<file path="src/rtl/keypad_pkg.sv">
// Shared types and constants for the keypad scanner: scan FSM states, key-count flag and hex legend.
// The KEYPAD_HEX_MAP_EN macro selects the hex legend in keypad_scanner.
package keypad_pkg;

    typedef enum logic [1:0] {
        StDrive,
        StSample,
        StDwell
    } scan_state_e;

    typedef enum logic [1:0] {
        KeysNone,
        KeysOne,
        KeysMany
    } key_count_e;

    // Board legend, indexed by r*4 + c with row 0 at the top.
    localparam logic [3:0] HEX_LEGEND [16] = '{
        4'h1, 4'h2, 4'h3, 4'hA,
        4'h4, 4'h5, 4'h6, 4'hB,
        4'h7, 4'h8, 4'h9, 4'hC,
        4'h0, 4'hF, 4'hE, 4'hD
    };

    // "No key" is carried as a cleared valid bit beside the code.
    localparam logic CAND_NONE = 1'b0;

endpackage

</file>
<file path="src/rtl/keypad_if.sv">
// Keypad pin and event bundle; the scanner uses the master modport, game logic the slave.
interface keypad_if #(
    parameter int unsigned ROWS   = 4,
    parameter int unsigned COLS   = 4,
    parameter int unsigned CODE_W = (ROWS * COLS > 1) ? $clog2(ROWS * COLS) : 1
);
    logic [ROWS-1:0]   row;
    logic [COLS-1:0]   col;
    logic [CODE_W-1:0] key_code;
    logic              key_valid;
    logic              key_held;
    logic              key_release;
    logic              multi_press;

    modport master (
        input  row,
        output col, key_code, key_valid, key_held, key_release, multi_press
    );

    modport slave (
        output row,
        input  col, key_code, key_valid, key_held, key_release, multi_press
    );
endinterface

</file>
<file path="src/rtl/keypad_debounce.sv">
// Frame-level debouncer: tracks the previous candidate and a stability count, and turns
// stable frames into press/release events and the held level.
module keypad_debounce
    import keypad_pkg::*;
#(
    parameter int unsigned CODE_W         = 4,
    parameter int unsigned DEBOUNCE_SCANS = 4
) (
    input  logic              clk,
    input  logic              rst,
    input  logic              eval_i,
    input  logic [CODE_W-1:0] code_i,
    input  key_count_e        count_i,
    output logic [CODE_W-1:0] key_code_o,
    output logic              key_valid_o,
    output logic              key_held_o,
    output logic              key_release_o,
    output logic              multi_press_o
);
    localparam int unsigned CNT_W = $clog2(DEBOUNCE_SCANS + 1);
    localparam logic [CNT_W-1:0] CNT_MAX = CNT_W'(DEBOUNCE_SCANS);

    logic              prev_valid_q, prev_valid_d;
    logic [CODE_W-1:0] prev_code_q, prev_code_d;
    logic [CNT_W-1:0]  cnt_q, cnt_d, cnt_next;
    logic [CODE_W-1:0] code_q, code_d;
    logic              held_q, held_d;
    logic              valid_q, valid_d;
    logic              release_q, release_d;
    logic              multi_q, multi_d;
    logic              cand_valid, same;

    assign cand_valid = (count_i == KeysOne);
    assign same = (cand_valid == prev_valid_q) && (!cand_valid || code_i == prev_code_q);

    always_comb begin
        prev_valid_d = prev_valid_q;
        prev_code_d  = prev_code_q;
        cnt_d        = cnt_q;
        cnt_next     = '0;
        code_d       = code_q;
        held_d       = held_q;
        valid_d      = 1'b0;
        release_d    = 1'b0;
        multi_d      = 1'b0;
        if (eval_i) begin
            if (count_i == KeysMany) begin
                // Ghosted frame: only the stability count is disturbed.
                multi_d = 1'b1;
                cnt_d   = '0;
            end else begin
                if (same) begin
                    cnt_next = (cnt_q == CNT_MAX) ? cnt_q : cnt_q + 1'b1;
                end else begin
                    cnt_next     = CNT_W'(1);
                    prev_valid_d = cand_valid;
                    prev_code_d  = code_i;
                end
                cnt_d = cnt_next;
                if (cnt_next == CNT_MAX) begin
                    if (cand_valid && (!held_q || code_i != code_q)) begin
                        code_d  = code_i;
                        valid_d = 1'b1;
                        held_d  = 1'b1;
                    end else if (!cand_valid && held_q) begin
                        release_d = 1'b1;
                        held_d    = 1'b0;
                    end
                end
            end
        end
    end

    always_ff @(posedge clk or posedge rst) begin
        if (rst) begin
            prev_valid_q <= CAND_NONE;
            prev_code_q  <= '0;
            cnt_q        <= '0;
            code_q       <= '0;
            held_q       <= 1'b0;
            valid_q      <= 1'b0;
            release_q    <= 1'b0;
            multi_q      <= 1'b0;
        end else begin
            prev_valid_q <= prev_valid_d;
            prev_code_q  <= prev_code_d;
            cnt_q        <= cnt_d;
            code_q       <= code_d;
            held_q       <= held_d;
            valid_q      <= valid_d;
            release_q    <= release_d;
            multi_q      <= multi_d;
        end
    end

    assign key_code_o    = code_q;
    assign key_valid_o   = valid_q;
    assign key_held_o    = held_q;
    assign key_release_o = release_q;
    assign multi_press_o = multi_q;

endmodule

</file>
<file path="src/rtl/keypad_scanner.sv">
// Matrix keypad scanner: column drive FSM, row synchronizer and frame image, feeding the debouncer.
// Define KEYPAD_HEX_MAP_EN (4x4 only) to report codes through the board hex legend.
module keypad_scanner
    import keypad_pkg::*;
#(
    parameter int unsigned ROWS           = 4,
    parameter int unsigned COLS           = 4,
    parameter int unsigned COL_TICKS      = 100000,
    parameter int unsigned SETTLE_TICKS   = 8,
    parameter int unsigned DEBOUNCE_SCANS = 4
) (
    input logic      clk,
    input logic      rst,
    keypad_if.master kp
);
    localparam int unsigned KEYS   = ROWS * COLS;
    localparam int unsigned CODE_W = (KEYS > 1) ? $clog2(KEYS) : 1;
    localparam int unsigned TICK_W = $clog2(COL_TICKS);
    localparam int unsigned COL_W  = $clog2(COLS);

`ifdef KEYPAD_HEX_MAP_EN
    if (ROWS != 4 || COLS != 4) begin : g_bad_geometry
        $error("KEYPAD_HEX_MAP_EN needs a 4x4 keypad");
    end
`endif

    scan_state_e       state_q, state_d;
    logic [TICK_W-1:0] tick_q, tick_d;
    logic [COL_W-1:0]  col_idx_q, col_idx_d;
    logic [COLS-1:0]   col_q, col_d;
    logic [ROWS-1:0]   row_meta_q, row_sync_q;
    logic [KEYS-1:0]   frame_q, frame_d;
    logic              last_tick, eval;
    int unsigned       n_pressed;
    logic [CODE_W-1:0] lin_code, cand_code;
    key_count_e        key_count;

    always_comb begin
        state_d   = state_q;
        col_idx_d = col_idx_q;
        frame_d   = frame_q;
        eval      = 1'b0;
        last_tick = (tick_q == TICK_W'(COL_TICKS - 1));
        tick_d    = last_tick ? '0 : tick_q + 1'b1;
        unique case (state_q)
            StDrive: if (tick_q == TICK_W'(SETTLE_TICKS - 1)) state_d = StSample;
            StSample: begin
                for (int unsigned c = 0; c < COLS; c++) begin
                    if (col_idx_q == COL_W'(c)) begin
                        for (int unsigned r = 0; r < ROWS; r++) begin
                            frame_d[r*COLS + c] = ~row_sync_q[r];
                        end
                    end
                end
                state_d = StDwell;
            end
            StDwell: begin
                if (last_tick) begin
                    state_d = StDrive;
                    if (col_idx_q == COL_W'(COLS - 1)) begin
                        eval      = 1'b1;
                        col_idx_d = '0;
                    end else begin
                        col_idx_d = col_idx_q + 1'b1;
                    end
                end
            end
            default: state_d = StDrive;
        endcase
        // Track the next index so col changes on the same edge the column starts.
        col_d = ~(COLS'(1) << col_idx_d);
    end

    always_comb begin
        n_pressed = 0;
        lin_code  = '0;
        for (int unsigned i = 0; i < KEYS; i++) begin
            if (frame_q[i]) begin
                n_pressed = n_pressed + 1;
                lin_code  = CODE_W'(i);
            end
        end
        if (n_pressed == 0)      key_count = KeysNone;
        else if (n_pressed == 1) key_count = KeysOne;
        else                     key_count = KeysMany;
    end

`ifdef KEYPAD_HEX_MAP_EN
    assign cand_code = CODE_W'(HEX_LEGEND[lin_code]);
`else
    assign cand_code = lin_code;
`endif

    always_ff @(posedge clk or posedge rst) begin
        if (rst) begin
            state_q    <= StDrive;
            tick_q     <= '0;
            col_idx_q  <= '0;
            col_q      <= '1;
            row_meta_q <= '1;
            row_sync_q <= '1;
            frame_q    <= '0;
        end else begin
            state_q    <= state_d;
            tick_q     <= tick_d;
            col_idx_q  <= col_idx_d;
            col_q      <= col_d;
            row_meta_q <= kp.row;
            row_sync_q <= row_meta_q;
            frame_q    <= frame_d;
        end
    end

    assign kp.col = col_q;

    keypad_debounce #(
        .CODE_W        (CODE_W),
        .DEBOUNCE_SCANS(DEBOUNCE_SCANS)
    ) u_debounce (
        .clk          (clk),
        .rst          (rst),
        .eval_i       (eval),
        .code_i       (cand_code),
        .count_i      (key_count),
        .key_code_o   (kp.key_code),
        .key_valid_o  (kp.key_valid),
        .key_held_o   (kp.key_held),
        .key_release_o(kp.key_release),
        .multi_press_o(kp.multi_press)
    );

endmodule

</file>
<file path="src/flat_wrapper.sv">
// flat-port wrapper written by rule: the top's interface ports become plain ports
module keypad_scanner_flat import keypad_pkg::*;
#(
    parameter int unsigned ROWS           = 4,
    parameter int unsigned COLS           = 4,
    parameter int unsigned COL_TICKS      = 100000,
    parameter int unsigned SETTLE_TICKS   = 8,
    parameter int unsigned DEBOUNCE_SCANS = 4
)
  (clk, rst, kp_row, kp_col, kp_key_code, kp_key_valid, kp_key_held, kp_key_release, kp_multi_press);
  keypad_if #(.ROWS(ROWS), .COLS(COLS)) kp_i ();
  input logic clk;
  input logic rst;
  input wire logic [$bits(kp_i.row)-1:0] kp_row;
  output wire logic [$bits(kp_i.col)-1:0] kp_col;
  output wire logic [$bits(kp_i.key_code)-1:0] kp_key_code;
  output wire logic [$bits(kp_i.key_valid)-1:0] kp_key_valid;
  output wire logic [$bits(kp_i.key_held)-1:0] kp_key_held;
  output wire logic [$bits(kp_i.key_release)-1:0] kp_key_release;
  output wire logic [$bits(kp_i.multi_press)-1:0] kp_multi_press;
  assign kp_i.row = kp_row;
  assign kp_col = kp_i.col;
  assign kp_key_code = kp_i.key_code;
  assign kp_key_valid = kp_i.key_valid;
  assign kp_key_held = kp_i.key_held;
  assign kp_key_release = kp_i.key_release;
  assign kp_multi_press = kp_i.multi_press;
  keypad_scanner #(.ROWS(ROWS), .COLS(COLS), .COL_TICKS(COL_TICKS), .SETTLE_TICKS(SETTLE_TICKS), .DEBOUNCE_SCANS(DEBOUNCE_SCANS)) u_core (.clk(clk), .rst(rst), .kp(kp_i));
endmodule
</file>
<file path="config.mk">
export PLATFORM = sky130hd
export DESIGN_NAME = keypad_scanner_flat
export DESIGN_NICKNAME = d
export VERILOG_FILES = /design/src/rtl/keypad_pkg.sv /design/src/rtl/keypad_if.sv /design/src/rtl/keypad_debounce.sv /design/src/rtl/keypad_scanner.sv /design/src/flat_wrapper.sv
export SDC_FILE = /design/constraint.sdc
export NUM_CORES = 1
export LEC_CHECK = 0
export ABC_AREA = 1
export BUFFER_PORTS_ARGS = -buffer_cell sky130_fd_sc_hd__buf_2
export CORE_MARGIN = 2
export CORE_UTILIZATION = 45
export CTS_BUF_LIST = sky130_fd_sc_hd__clkbuf_8
export DETAILED_ROUTE_END_ITERATION = 7
export PLACE_DENSITY = 0.68
export RECOVER_POWER = 25
export SLEW_MARGIN = 0
export SYNTH_ARGS = -nofsm -noshare
export SYNTH_HDL_FRONTEND = slang
export SYNTH_SLANG_ARGS = --single-unit
</file>
<file path="constraint.sdc">
create_clock -name clk -period 8.3 [get_ports clk]
set_input_delay 2.49 -clock clk [delete_from_list [all_inputs] [get_ports clk]]
set_output_delay 2.49 -clock clk [all_outputs]
set_load 0.01 [all_outputs]
</file>
==> flow_metrics.env <==
export IMPL_seqPwrFrac_pct=47.6
export IMPL_hold_viol=0
export IMPL_rows=39
export IMPL_grt_pass1_wl_um=19100
export IMPL_viasPerCell=5.00
export IMPL_multi_input_area_sq_um=3390
export IMPL_clock_path_buffers=2
export IMPL_worstPathArrival_ps=8140
export IMPL_grt_pass1_vias=4538
export IMPL_dp_slack_ps=-213
export IMPL_clk_latency_ps=350
export IMPL_endpoint_kind="register"
export IMPL_async_reset_ff_share_pct=100
export IMPL_core_area_sq_um=11500
export IMPL_root_buffer="clkbuf_8"
export IMPL_cp_common_cell="nand2_2"
export IMPL_total_power_mw=0.682
export IMPL_power_switching_mw=0.179
export IMPL_fin_nets=815
export IMPL_drv_cap=0
export IMPL_syn_area_sq_um=5310
export IMPL_clockPowerShare_pct=38.4
export IMPL_switching_share_pct=26.3
export IMPL_setup_tns_ps=0
export IMPL_met1Wirelength_um=5050
export IMPL_grtUsageTotal_pct=17.8
export IMPL_synth_top_cell_by_area="dfrtp_1"
export IMPL_top_layer="met4"
export IMPL_p_leak_nw=3.06
export IMPL_synth_top_area_share_pct=25.0
export IMPL_finalWorstSetupSlack_ps=390
export IMPL_synthCells=746
export IMPL_final_max_slew_viol_count=0
export IMPL_utilization_pct=53.2
export IMPL_dp_cells=905
export IMPL_seq_area_frac_synth_pct=30.9
export IMPL_n_antenna_cell=0
export IMPL_finClkSkew_ps=11.8
export IMPL_ys_seq_elements=65
export IMPL_nFillCells=1055
export IMPL_synth_edf_count=0
export IMPL_synthToLayoutAreaGrowth_pct=15.0
export IMPL_synth_area_top_cells="dfrtp_1 25%, nand2_1 14%, inv_1 8.5%, dfstp_2 5.9%, ha_1 5.2%"
export IMPL_cpPeakStageDelay_ps=390
export IMPL_finalSetupViolations=0
export IMPL_regArea_sq_um=1640
export IMPL_p_comb_share_pct=14.0
export IMPL_die_w_um=113
export IMPL_initial_core_util_pct=46.3
export IMPL_clock_fmax_ghz=0.126
export IMPL_cp_max_fo=5
export IMPL_fin_area_sq_um=6100
export IMPL_antenna_found_initial=0
export IMPL_dr_total_vias=4672
export IMPL_wl_met2_um=5400
export IMPL_drt_iter0_markers=168
export IMPL_internal_power_mw=0.502
export IMPL_dr_pass1_iters=5
export IMPL_dp_hpwl_um=8160
export IMPL_timing_final_crit_share_pct=95.3
export IMPL_die_h_um=113
export IMPL_hold_class="reg -> reg"
export IMPL_postRouteAntennaNets=0
export IMPL_hold_slack_ps=356
export IMPL_cts_max_level=3
export IMPL_slowest_stage="dfrtp_1"
export IMPL_drc=0
export IMPL_status="completed"
export IMPL_avgSynthCellArea_sq_um=7.11
export IMPL_period_needed_ps=7910
export IMPL_vdd_drop_max_uv=166
export IMPL_grt_max_degree=66
export IMPL_finalWirelength_um=10900
export IMPL_routedWlPerCell_um=11.6
export IMPL_ctsHoldBuffers=0
export IMPL_relSlewSlack_pct=47.3
export IMPL_synth_ff_type="dfrtp_1"
export IMPL_yosysMostFrequentCell="nand2_1"
export IMPL_io_buffers=17
export IMPL_io_pins=18
export IMPL_wl_met3_um=238
export IMPL_gp_congestion=0.849
export IMPL_clk_pin_slew_ps=70
export IMPL_tightest_slew_ps=791
export IMPL_cts_buffers=9
export IMPL_critPathRequiredTime_ps=8530
export IMPL_layoutNonFillerInstCount=935
export IMPL_worstSetupStartpointType="register"
export IMPL_yosysUniqueCellTypes=45
export IMPL_netlist_top_cells_count="205 x nand2_1, 120 x inv_1, 55 x nand3_1, 53 x dfrtp_1, 52 x nor2_1"
export IMPL_cts_sinks=65
export IMPL_dpl_cell_area_sq_um=5570
export IMPL_cts_tree="yes"
export IMPL_postSynthNetCount=774
export IMPL_yosysWarnings=0
export IMPL_crit_type="reg -> reg"
export IMPL_die_area_sq_um=12700
export IMPL_power_density_nw_per_um2=112
export IMPL_drive_above_1_share_pct=29.3
export IMPL_grt_overflow_total=0
## layout by cell type, fill, tap and decap left out, types with 2 or more instances in the layout
cell type | Yosys | routed
or2_1 | 3 | 3
a31oi_1 | 4 | 3
o22ai_1 | 2 | 2
a21oi_1 | 11 | 10
nand4_4 | 0 | 2
o21ai_2 | 3 | 4
nand3_1 | 55 | 51
inv_1 | 120 | 113
nand2_4 | 14 | 18
clkinvlp_4 | 0 | 2
nand2_2 | 39 | 56
or2_2 | 2 | 2
o21a_1 | 3 | 3
nor4_1 | 8 | 8
nor3_1 | 4 | 3
nor2_4 | 6 | 7
nand2_1 | 205 | 184
nor2_1 | 52 | 50
clkinv_2 | 1 | 3
nor2_2 | 11 | 12
nand3b_1 | 4 | 4
nand3_2 | 26 | 30
nand3b_2 | 2 | 2
clkbuf_8 | 0 | 10
dfstp_2 | 12 | 12
buf_4 | 0 | 15
o21bai_1 | 3 | 3
ha_2 | 0 | 2
buf_2 | 1 | 17
nand3_4 | 7 | 7
inv_2 | 11 | 19
dfrtp_1 | 53 | 53
ha_4 | 0 | 7
xor2_1 | 10 | 10
ha_1 | 22 | 13
nand4_1 | 9 | 9
o21ai_0 | 27 | 27
## sequential cells by signal (all words and copies together), names as in the netlist, 2 cells and up
| name | cells |
|---|---|
| u_core.u_debounce.cnt_q | 3 |
| u_core.state_q | 2 |
| u_core.u_debounce.prev_code_q | 4 |
| u_core.u_debounce.key_code_o | 4 |
| u_core.tick_q | 17 |
| u_core.col_idx_q | 2 |
| u_core.row_meta_q | 4 |
| u_core.kp.col | 4 |
| u_core.row_sync_q | 4 |
| u_core.frame_q | 16 |
## worst paths after layout
path / start / to / slack (ps) / cells past startpoint
min in group asynchronous: rst / u_core.u_debounce.prev_code_q[1]$_DFFE_PP0P_ / 2370 / 3
hold / removal: u_core.row_meta_q[1]$_DFF_PP1_ / u_core.row_sync_q[1]$_DFF_PP1_ / 360 / 0
setup reg to reg: u_core.frame_q[0]$_DFFE_PP0P_ / u_core.u_debounce.key_held_o$_DFFE_PP0P_ / 390 / 57
setup / recovery: u_core.frame_q[0]$_DFFE_PP0P_ / u_core.u_debounce.key_held_o$_DFFE_PP0P_ / 390 / 57
max in group asynchronous: rst / u_core.tick_q[9]$_DFF_PP0_ / 5400 / 3
hold reg to reg: u_core.row_meta_q[1]$_DFF_PP1_ / u_core.row_sync_q[1]$_DFF_PP1_ / 360 / 0
## critical path, delay by kind of cell (launching register included)
family | cells | cell delay (ps)
buffers and inverters | 5 | 330
DFF | 1 | 390
adders and majority gates | 14 | 3470
AOI/OAI and AO/OA | 1 | 210
and+or+nand+nor | 37 | 3390
## repair_timing
| action | 4_1_cts | 5_1_grt |
|---|---|---|
| pin swaps | 4 | 26 |
| endpoints found under the setup margin | 15 | 16 |
| buffers inserted | 5 | 9 |
| resized for setup | 8 | 46 |
## cell type report
| cell class | instances | area share, % |
|---|---|---|
| multi-input combinational | 546 | 55.5 |
| sequential | 65 | 26.9 |
| inverter | 133 | 8.20 |
| clock inverter | 6 | 0.964 |
| clock buffer | 10 | 2.26 |
| timing repair buffer | 32 | 3.24 |
| tap | 143 | 2.93 |
## layer usage
layer | vias up | GRT usage (%)
met5 | - | 0
met4 | 0 | 6.02
met3 | 17 | 2.70
met2 | 53 | 31.1
met1 | 2144 | 22.4
li1 | 2458 | -
## power by group through the flow
stage	combinational (mW)	clock (mW)	sequential (mW)
after floorplan	0.0574	0	0.329
after global placement	0.0678	0	0.330
after detailed placement	0.0705	0	0.330
after CTS	0.0766	0.270	0.324
after global routing	0.109	0.284	0.325
final	0.0956	0.262	0.324
## logic make-up (layout without fill, tap and decap cells)
logic type               after synthesis  count (layout)  share of synthesized area, %
flip-flops                            65              65                          30.9
adder cells (fa/ha/maj)               22              22                          5.19
AND/OR/NAND/NOR                      453             453                          45.9
AO/OA/AOI/OAI                         60              60                          6.60
buffers and inverters                135             181                          9.59
XOR/XNOR                              11              11                          1.82
No activity file was read; power rests on OpenSTA's default activity.
